**src/rtl/diod_pkg.sv**
```systemverilog
// Shared state encoding and index widths for the bias sweep sequencer.
// Used by the sequencer, its noise counter and the bench.
package diod_pkg;

  localparam int STATE_W = 3;
  localparam int WIN_W   = 2;

  typedef enum logic [STATE_W-1:0] {
    IDLE     = 3'd0,
    LOAD     = 3'd1,
    SPI_WAIT = 3'd2,
    SETTLE   = 3'd3,
    COUNT    = 3'd4,
    EVAL     = 3'd5,
    STORE    = 3'd6,
    DONE     = 3'd7
  } state_t;

endpackage

```
**src/rtl/noise_edge_counter.sv**
```systemverilog
// Noise pulse counter: optional 2-flop sync (BIAS_SWEEP_NOISE_SYNC_EN),
// rising-edge detect, saturating count. Ports: clk rst_n noise_valid clr en count.
module noise_edge_counter
  import diod_pkg::*;
#(
  parameter int CNT_W = 16
) (
  input  logic             clk,
  input  logic             rst_n,
  input  logic             noise_valid,
  input  logic             clr,
  input  logic             en,
  output logic [CNT_W-1:0] count
);

  logic             nv;
  logic             nv_q;
  logic             inc;
  logic [CNT_W-1:0] cnt_q;

`ifdef BIAS_SWEEP_NOISE_SYNC_EN
  logic [1:0] sync_q;

  always_ff @(posedge clk or negedge rst_n) begin
    if (!rst_n) begin
      sync_q <= '0;
    end else begin
      sync_q <= {sync_q[0], noise_valid};
    end
  end

  assign nv = sync_q[1];
`else
  assign nv = noise_valid;
`endif

  assign inc = en & nv & ~nv_q & ~(&cnt_q);

  always_ff @(posedge clk or negedge rst_n) begin
    if (!rst_n) begin
      nv_q  <= 1'b0;
      cnt_q <= '0;
    end else begin
      nv_q <= nv;
      if (clr) begin
        cnt_q <= '0;
      end else if (inc) begin
        cnt_q <= cnt_q + 1'b1;
      end
    end
  end

  // Includes the edge being counted this cycle, so an edge on
  // the last cycle of a window is seen when the window closes.
  assign count = cnt_q + CNT_W'(inc);

endmodule

```
**src/rtl/bias_sweep_sequencer.sv**
```systemverilog
// Diode bias sweep controller: steps bias, writes DAC via SPI, settles, counts
// noise windows, stores per-step sums, flags breakdown. Option: BIAS_SWEEP_NOISE_SYNC_EN.
module bias_sweep_sequencer
  import diod_pkg::*;
#(
  parameter logic [7:0] V_START       = 8'd0,
  parameter logic [7:0] V_STEP        = 8'd1,
  parameter logic [7:0] V_MAX         = 8'd255,
  parameter int         SETTLE_CYCLES = 1000,
  parameter int         WINDOW_CYCLES = 5000,
  parameter int         N_WINDOWS     = 3,
  parameter int         THRESH        = 16,
  parameter int         CNT_W         = 16
) (
  input  logic               clk,
  input  logic               reset_n,
  input  logic               start,
  input  logic               abort,
  input  logic               noise_valid,
  input  logic               spi_done,
  output logic [7:0]         voltage,
  output logic               spi_start,
  output logic               store_en,
  output logic [7:0]         store_voltage,
  output logic [CNT_W-1:0]   store_count,
  output logic               busy,
  output logic               done,
  output logic               breakdown,
  output logic [WIN_W-1:0]   debug_window_count,
  output logic [STATE_W-1:0] debug_state
);

  localparam int T_MAX =
    (SETTLE_CYCLES > WINDOW_CYCLES) ? SETTLE_CYCLES : WINDOW_CYCLES;
  localparam int TMR_W = $clog2(T_MAX + 1);

  localparam logic [TMR_W-1:0] SETTLE_END = TMR_W'(SETTLE_CYCLES - 1);
  localparam logic [TMR_W-1:0] WIN_END    = TMR_W'(WINDOW_CYCLES - 1);
  localparam logic [WIN_W-1:0] LAST_WIN   = WIN_W'(N_WINDOWS - 1);
  localparam logic [CNT_W-1:0] THR        = CNT_W'(THRESH);

  // Release of reset is retimed so the FSM wakes on the 2nd edge.
  logic arm_q;
  logic rst_i;

  always_ff @(posedge clk or negedge reset_n) begin
    if (!reset_n) begin
      arm_q <= 1'b0;
    end else begin
      arm_q <= 1'b1;
    end
  end

  assign rst_i = arm_q;

  state_t           state_q, state_n;
  logic [TMR_W-1:0] tmr_q, tmr_n;
  logic [WIN_W-1:0] win_q, win_n;
  logic [CNT_W-1:0] sum_q, sum_n;
  logic             hit_q, hit_n;
  logic             bdh_q, bdh_n;
  logic [7:0]       volt_n;
  logic             brk_n;
  logic [7:0]       sv_n;
  logic [CNT_W-1:0] sc_n;
  logic             clr;
  logic             en;
  logic [CNT_W-1:0] count;
  logic [8:0]       step;
  logic [CNT_W:0]   wsum;

  noise_edge_counter #(
    .CNT_W (CNT_W)
  ) u_cnt (
    .clk         (clk),
    .rst_n       (rst_i),
    .noise_valid (noise_valid),
    .clr         (clr),
    .en          (en),
    .count       (count)
  );

  assign step = {1'b0, voltage} + {1'b0, V_STEP};
  assign wsum = {1'b0, sum_q} + {1'b0, count};

  always_comb begin
    state_n = state_q;
    tmr_n   = tmr_q;
    win_n   = win_q;
    sum_n   = sum_q;
    hit_n   = hit_q;
    bdh_n   = bdh_q;
    volt_n  = voltage;
    brk_n   = breakdown;
    sv_n    = store_voltage;
    sc_n    = store_count;
    clr     = 1'b0;
    en      = 1'b0;
    unique case (state_q)
      IDLE: begin
        if (start) begin
          state_n = LOAD;
          volt_n  = V_START;
          brk_n   = 1'b0;
        end
      end
      LOAD: begin
        state_n = SPI_WAIT;
      end
      SPI_WAIT: begin
        if (spi_done) begin
          state_n = SETTLE;
          tmr_n   = '0;
        end
      end
      SETTLE: begin
        if (tmr_q == SETTLE_END) begin
          state_n = COUNT;
          tmr_n   = '0;
          win_n   = '0;
          sum_n   = '0;
          hit_n   = 1'b1;
          clr     = 1'b1;
        end else begin
          tmr_n = tmr_q + 1'b1;
        end
      end
      COUNT: begin
        en = 1'b1;
        if (tmr_q == WIN_END) begin
          sum_n = wsum[CNT_W] ? '1 : wsum[CNT_W-1:0];
          hit_n = hit_q & (count >= THR);
          clr   = 1'b1;
          tmr_n = '0;
          if (win_q == LAST_WIN) begin
            state_n = EVAL;
          end else begin
            win_n = win_q + 1'b1;
          end
        end else begin
          tmr_n = tmr_q + 1'b1;
        end
      end
      EVAL: begin
        bdh_n   = hit_q;
        sv_n    = voltage;
        sc_n    = sum_q;
        state_n = STORE;
      end
      STORE: begin
        if (bdh_q) begin
          state_n = DONE;
          brk_n   = 1'b1;
        end else if (step > {1'b0, V_MAX}) begin
          state_n = DONE;
          brk_n   = 1'b0;
        end else begin
          state_n = LOAD;
          volt_n  = step[7:0];
        end
      end
      DONE: begin
        state_n = IDLE;
      end
      default: begin
        state_n = IDLE;
      end
    endcase
    if (abort && state_q != IDLE && state_q != DONE) begin
      state_n = DONE;
      brk_n   = 1'b0;
      volt_n  = voltage;
      sv_n    = store_voltage;
      sc_n    = store_count;
    end
  end

  always_ff @(posedge clk or negedge rst_i) begin
    if (!rst_i) begin
      state_q       <= IDLE;
      tmr_q         <= '0;
      win_q         <= '0;
      sum_q         <= '0;
      hit_q         <= 1'b0;
      bdh_q         <= 1'b0;
      voltage       <= '0;
      breakdown     <= 1'b0;
      store_voltage <= '0;
      store_count   <= '0;
      spi_start     <= 1'b0;
      store_en      <= 1'b0;
      done          <= 1'b0;
      busy          <= 1'b0;
    end else begin
      state_q       <= state_n;
      tmr_q         <= tmr_n;
      win_q         <= win_n;
      sum_q         <= sum_n;
      hit_q         <= hit_n;
      bdh_q         <= bdh_n;
      voltage       <= volt_n;
      breakdown     <= brk_n;
      store_voltage <= sv_n;
      store_count   <= sc_n;
      // Strobes are registered from the next state so they line
      // up with the cycle the FSM spends in that state.
      spi_start     <= (state_n == LOAD);
      store_en      <= (state_n == STORE);
      done          <= (state_n == DONE);
      busy          <= (state_n != IDLE);
    end
  end

  assign debug_state        = state_q;
  assign debug_window_count = win_q;

endmodule

```
**config.mk**
```make
export PLATFORM = sky130hd
export DESIGN_NAME = bias_sweep_sequencer
export DESIGN_NICKNAME = d
export VERILOG_FILES = /design/src/rtl/diod_pkg.sv /design/src/rtl/noise_edge_counter.sv /design/src/rtl/bias_sweep_sequencer.sv
export SDC_FILE = /design/constraint.sdc
export NUM_CORES = 1
export LEC_CHECK = 0
export BUFFER_PORTS_ARGS = -buffer_cell sky130_fd_sc_hd__buf_2
export CAP_MARGIN = 20
export CORE_UTILIZATION = 30
export DETAILED_ROUTE_END_ITERATION = 6
export PLACE_DENSITY = 0.52
export SYNTH_ARGS = -nofsm -noshare
export SYNTH_HDL_FRONTEND = slang
export SYNTH_SLANG_ARGS = --single-unit
```
**constraint.sdc**
```tcl
create_clock -name clk -period 3.3 [get_ports clk]
set_input_delay 0.165 -clock clk [delete_from_list [all_inputs] [get_ports clk]]
set_output_delay 0.165 -clock clk [all_outputs]
set_load 0.01 [all_outputs]
```
======== Word level (Yosys, flattened, before mapping) ========
Index checks and enable logic that the tools add are counted.
word-level totals
  bits in registers ....................... 91
  input bits .............................. 6
  output and inout bits ................... 42
  word-level logic and storage cells ...... 111
cells by class
  add/sub/neg operators ................... 6
  order comparisons ....................... 2
  equal/unequal tests ..................... 23
  muxes and demuxes ....................... 39
  bitwise gates (word level) .............. 7
  reduce and logical (&&, ||, !) cells .... 17
operator list
  operator                                              count
  2-to-1 mux 16 bit                                     5
  2-to-1 mux 13 bit                                     3
  one-hot mux 13 bit (3 select lines)                   1
  one-hot mux 16 bit (2 select lines)                   1
  2-to-1 mux 3 bit                                      8
  2-to-1 mux 8 bit                                      3
  one-hot mux 3 bit (8 select lines)                    1
  == test 3 bit, second input constant                  6
  adder 16 x 16 -> 17 bit                               1
  adder 16 x 1 -> 16 bit                                1
  adder 16 x 1 -> 16 bit, second input constant         1
  >= comparator 16 x 5 -> 1 bit, second input constant  1
  one-hot mux 8 bit (2 select lines)                    1
  AND reduction 16 bit                                  1
  != test 2 bit, second input constant                  7
  adder 13 x 1 -> 13 bit, second input constant         1
  == test 13 x 10 -> 1 bit, second input constant       1
  == test 13 bit, second input constant                 1
  nonzero test 3 bit                                    4
  adder 8 x 1 -> 9 bit, second input constant           1
  > comparator 9 x 8 -> 1 bit, second input constant    1
  2-to-1 mux 1 bit                                      9
  == test 3 x 1 -> 1 bit, second input constant         2
  == test 3 x 2 -> 1 bit, second input constant         2
  other kinds (16)                                      31

======== Longest topological paths before layout ========
  depth after elaboration ................. 10
  mapped depth ............................ 18
  gate-level depth less buffers ........... 16

======== Cells and area by module ========
A second synthesis with hierarchy kept.
unflattened totals
  cells, all modules ...................... 583
  area total of the unflattened synthesis .. 5,501.5 um2
by module, submodules not included
  module                instances  cells each  area an instance (um2)  seq. area each (um2)
  bias_sweep_sequencer  1          449         4,265.3                 1,851.8
  noise_edge_counter    1          134         1,236.2                 425.4

======== Least setup slack after synthesis ========
Ideal clock, no wire load.
  path type ............................... register to register
  start ................................... register state_q[2] (netlist: debug_state[2])
  end ..................................... register sum_q[0]
  library setup time ...................... 83 ps
  data arrival time ....................... 4,408 ps
  required time ........................... 3,217 ps
  path slack .............................. -1,191 ps
  cell stages (with the launch flop) ...... 19
  buffers on the path ..................... 4
  period minus slack after synthesis ...... 4,491 ps
  cell sequence ........................... dfrtp_1 -> buf_2 -> or3b_2 -> buf_2 -> a2111oi_4 -> ha_1 -> ha_1 -> and2_1 -> clkbuf_1 -> and3_1 -> xor2_1 -> ha_1 -> o21ai_0 -> or2_2 -> o21ai_0 -> a31o_2 -> clkbuf_1 -> nor2_1 -> o21ai_0
on the way
  cells in the longest elaborated chain, start to end .. 10
  elaborated cells between the ends (all ways) .. 15
  those cells by class .................... add/sub (2); eq/ne (4); mux (4); bitwise (3); reduce/logical (2)
RTL lines
  item                                 RTL line                     source
  start, declared                      bias_sweep_sequencer.sv:56   state_t state_q, state_n;
  start signal, assigned               bias_sweep_sequencer.sv:195  state_q <= state_n;
  == test 3 bit                        bias_sweep_sequencer.sv:99   unique case (state_q)
  2-to-1 mux 1 bit                     bias_sweep_sequencer.sv:99
  AND 1 bit (3 in series)              noise_edge_counter.sv:37     assign inc = en & nv & ~nv_q & ~(&cnt_q);
  adder 16 x 1 -> 16 bit               noise_edge_counter.sv:55     assign count = cnt_q + CNT_W'(inc);
  adder 16 x 16 -> 17 bit              bias_sweep_sequencer.sv:84   assign wsum = {1'b0, sum_q} + {1'b0, count};
  2-to-1 mux 16 bit                    bias_sweep_sequencer.sv:131  sum_n = wsum[CNT_W] ? '1 : wsum[CNT_W-1:0];
  2-to-1 mux 16 bit                    bias_sweep_sequencer.sv:130  if (tmr_q == WIN_END) begin
  one-hot mux 16 bit (2 select lines)  bias_sweep_sequencer.sv:99
  end signal, assigned                 bias_sweep_sequencer.sv:198  sum_q <= sum_n;
  end, declared                        bias_sweep_sequencer.sv:59   logic [CNT_W-1:0] sum_q, sum_n;
Several ways; a longest one is shown, not always the timed one. The select of a mux whose other input is x is not followed.
A chain may end at the register's enable or synchronous reset.

======== Worst setup path after layout ========
  start ................................... register u_cnt.cnt_q[3]
  end ..................................... register sum_q[15]
on the way
  cells in the longest elaborated chain, start to end .. 8
RTL lines
  item                                   RTL line                     source
  start, declared                        noise_edge_counter.sv:19     logic [CNT_W-1:0] cnt_q;
  start signal, assigned                 noise_edge_counter.sv:48     cnt_q <= cnt_q + 1'b1;
  AND reduction 16 bit                   noise_edge_counter.sv:37
  inverter 1 bit                         noise_edge_counter.sv:37
  AND 1 bit                              noise_edge_counter.sv:37
  adder 16 x 1 -> 16 bit *               noise_edge_counter.sv:55
  adder 16 x 16 -> 17 bit *              bias_sweep_sequencer.sv:84
  2-to-1 mux 16 bit *                    bias_sweep_sequencer.sv:131
  2-to-1 mux 16 bit *                    bias_sweep_sequencer.sv:130
  one-hot mux 16 bit (2 select lines) *  bias_sweep_sequencer.sv:99
Mark *: on every way between the ends. The rest lies on a longest branch, timed or not. The select of a mux whose other input is x is not followed.

==> metrics.md <==
| Metric | Value |
|---|---|
| Status | finished, violations left |
| Failing checks | negative setup slack |
| Later-pin clock latency in the skew report | approximately 350 ps |
| Synthesized Nets | slightly above 600 |
| Clk network pwr share | a little over a quarter |
| TritonCTS Buffers | 9 |
| Worst Reg-to-Reg Cells | 16 |
| Synth top area cells | dfrtp_1, ha_1, nand2_1, mux2_2, o21ai_0 |
| I/O pin cnt | 48 |
| Post-route setup slack | -263 ps |
| Post-DRT Antenna Nets | 0 |
| Crit Path Max Fanout | 4 |
| Die footprint | ~19000 um^2 |
| Clk slew on worst S/H paths | roughly 70 ps |
| Fmax | roughly 0.28 GHz |
| Die height | ~140 um |
| Top-area cell type share of the netlist area | between 40% and 50% |
| Main synth FF type | dfrtp_1 |
| First-pass GRT wire length | between 20000 and 25000 um |
| Logic pwr share | between 30% and 40% |
| CTS tree | yes |
| FFs w/ async S/R, synth | 100% |
| Pin count of the biggest net entering global routing | between 70 and 80 |
| Initial Util | between 30 and 40% |
| Mapped Cells | just under 600 |
| Sequential fraction of the synthesis area | 41.4% |
| PD cells | roughly 550 nW/um^2 |
| DP Wirelength | 10100 um |
| Port Buffers | 47 |
| Pre-antenna DRT Iters | 4 |
| Req. time, crit path | between 3000 and 4000 ps |
| Top cells by count, synth | dfrtp_1, nand2_1, nor2_1, o21ai_0, ha_1 |
| Sw Pwr | around 1400 uW |
| Distinct cells, synth | between 70 and 80 |
| Top-count cell post-synth | dfrtp_1 |
| CP Capture Type | register |
| DRC | 0 |
| Switching Fraction | between 30% and 40% |
| Hold WC Path Type | primary input to asynchronous set/reset pin |
| Post-DR wirelength/cell | around 15 um |
| EDFF count, synth | 0 |
| Final Setup Violations | 16 |
| Vias in the first global route | approximately 4600 |
| Yosys warning total | 0 |
| Syn avg cell area | 9.38 um^2 |
| Vias/cell | just over 5 |
| DRT iter0 DRCs | about 250 |
| Core area | ~18000 um^2 |
| Final Util | between 30% and 40% |
| Setup CP Type | register to register |
| Seq pwr share | ~34% |
| Worst VDD drop | ~0.27 mV |
| Area added between synthesis and finish | 28.3% |
| Max-cap violation count | 0 |
| Yosys top cell by area | dfrtp_1 |
| CP Launch Type | register |
| Pleak | ~0.0033 uW |
| RSZ-0062 raised after global routing | true |
| ANT cells | 0 |
| Max-slew violations | 0 |
| Via count | 4725 |
| CTS H-tree depth | 3 |
| Die Width | ~140 um |
| CTS Buffer Depth | 2 |
| Gr usage total | between 10% and 20% |
| Final WL | 13900 um |
| Initial antenna violation count | 0 |
| GPL Wtd Cong | roughly 0.9 |
| Synthesized cell area | 5490 um^2 |
| Total power | roughly 3900 uW |
| TritonCTS Sinks | between 90 and 100 |
| Number of cell rows | 49 |
| Internal power | 2430 uW |
| Post-layout minimum cycle time | between 3000 and 4000 ps |
| Final Hold Viols | 0 |
| Grt ovf | 0 |
| Worst slew pin tran | 981 ps |
| FF+latch count, synth | between 90 and 100 |
| Nets | 728 |
| Worst rel slew slack | ~35% |
| WP data arrival | ~3800 ps |
| Layout cell share with drive strength beyond 1 | approximately a third |
| CTS Root Cell | clkbuf_16 |
| Clock skew | 14.0 ps |
| Final Cycle Share | 108% |
[cells in the final DEF, fill, tap and decap left out, types with 4 or more instances in the layout]
master / instances
mux2_2: 22
dfrtp_1: 90
o21ai_2: 6
clkbuf_16: 9
o21ai_1: 13
a21o_1: 12
nor2b_1: 5
xnor2_1: 19
mux2i_1: 6
and4_1: 5
nand3_1: 17
nand2_1: 66
nor3_1: 6
buf_4: 80
nand3b_1: 4
nand4_1: 11
inv_1: 19
and3_1: 11
xor2_1: 19
a21oi_2: 5
and2_1: 7
nand2b_1: 4
o22ai_1: 4
o21ai_0: 28
nor2_1: 52
ha_1: 20
a21oi_1: 10
buf_2: 47
o21a_1: 4
[state kept, by name, indices dropped and copies added, names as in the netlist, 2 cells and up]
signal	count
store_voltage	8
debug_state	3
tmr_q	13
debug_window_count	2
u_cnt.cnt_q	16
store_count	16
sum_q	16
voltage	8
[worst max-delay path, stage by stage (launching register included)]
cell       delay (ps)
dfrtp_1           380
and4_4            190
and4_4            190
a2111oi_4         380
ha_2              290
ha_4              160
nand3_2            90
xnor2_2           150
ha_1              310
a21o_1            190
a31o_2            240
o21a_1            210
buf_6             130
o21ai_4           160
o211a_1           150
a21oi_1            40
a22o_1            180
[routing by layer]
layer  GRT usage (%)  vias up  routed length (um)
li1                -     2310                   -
met1            20.3     2325                6560
met2            26.6       75                6750
met3            2.76       15                 457
met4            4.40        0                 162
met5               0        -                   0
[power by group through the flow]
stage | clock network (uW) | registers, uW | logic, uW
2_1_floorplan | 0 | 1380 | 947
3_3_place_gp | 0 | 1330 | 1450
3_5_place_dp | 0 | 1330 | 1480
4_1_cts | 1050 | 1310 | 1520
5_1_grt | 1100 | 1330 | 1670
6_report | 1020 | 1310 | 1520
[layout make-up]
type | instances | area, um^2
clock inverter | 5 | 45.0
timing repair buffer | 132 | 890
sequential | 91 | 2280
inverter | 19 | 71.3
multi-input combinational | 445 | 3230
tap | 229 | 287
fill | 1792 | 10900
clock buffer | 11 | 243
[logic make-up after synthesis]
| group | synth area share [%] |
|---|---|
| DFF | 41.4 |
| adders and majority gates | 5.60 |
| and+or+nand+nor | 21.4 |
| muxes | 5.60 |
| xor gates and xnor gates | 7.01 |
| other | 0.0683 |
| buffers and inverters | 3.71 |
| AOI/OAI and AO/OA | 15.2 |
[metrics by stage]
stage | setup TNS, ps | area, um^2 | cells | setup slack (ps) | hold slack, ps
4_1_cts | -4000 | 6960 | 930 | -296 | 90.9
5_1_grt | -6610 | 7050 | 932 | -459 | 111
3_3_place_gp | -6050 | 6510 | 908 | -418 | -57.9
3_5_place_dp | -7090 | 6510 | 908 | -506 | -57.2
2_1_floorplan | -8500 | 5560 | 586 | -572 | -131
6_report | -3090 | 7050 | 932 | -263 | 103
[final timing paths]
check                                       from               end  slack [ps]
worst max register to register    u_cnt.cnt_q[3]         sum_q[15]        -260
worst min-delay path                     reset_n             arm_q         100
worst min register to register  store_voltage[0]  store_voltage[0]         490
max in group asynchronous                  arm_q    store_count[6]        2060
worst max-delay path              u_cnt.cnt_q[3]         sum_q[15]        -260
min in group clk                           start         breakdown         190
[repair_timing]
item / in CTS / in global routing
hold buffers: 2 / 0
endpoints found under the setup margin: 16 / 16
pin swaps: 15 / 15
hold endpoints to repair: 2 / 0
setup buffers: 4 / 2
resized for setup: 25 / 16
(Power assumes the default switching activity.)
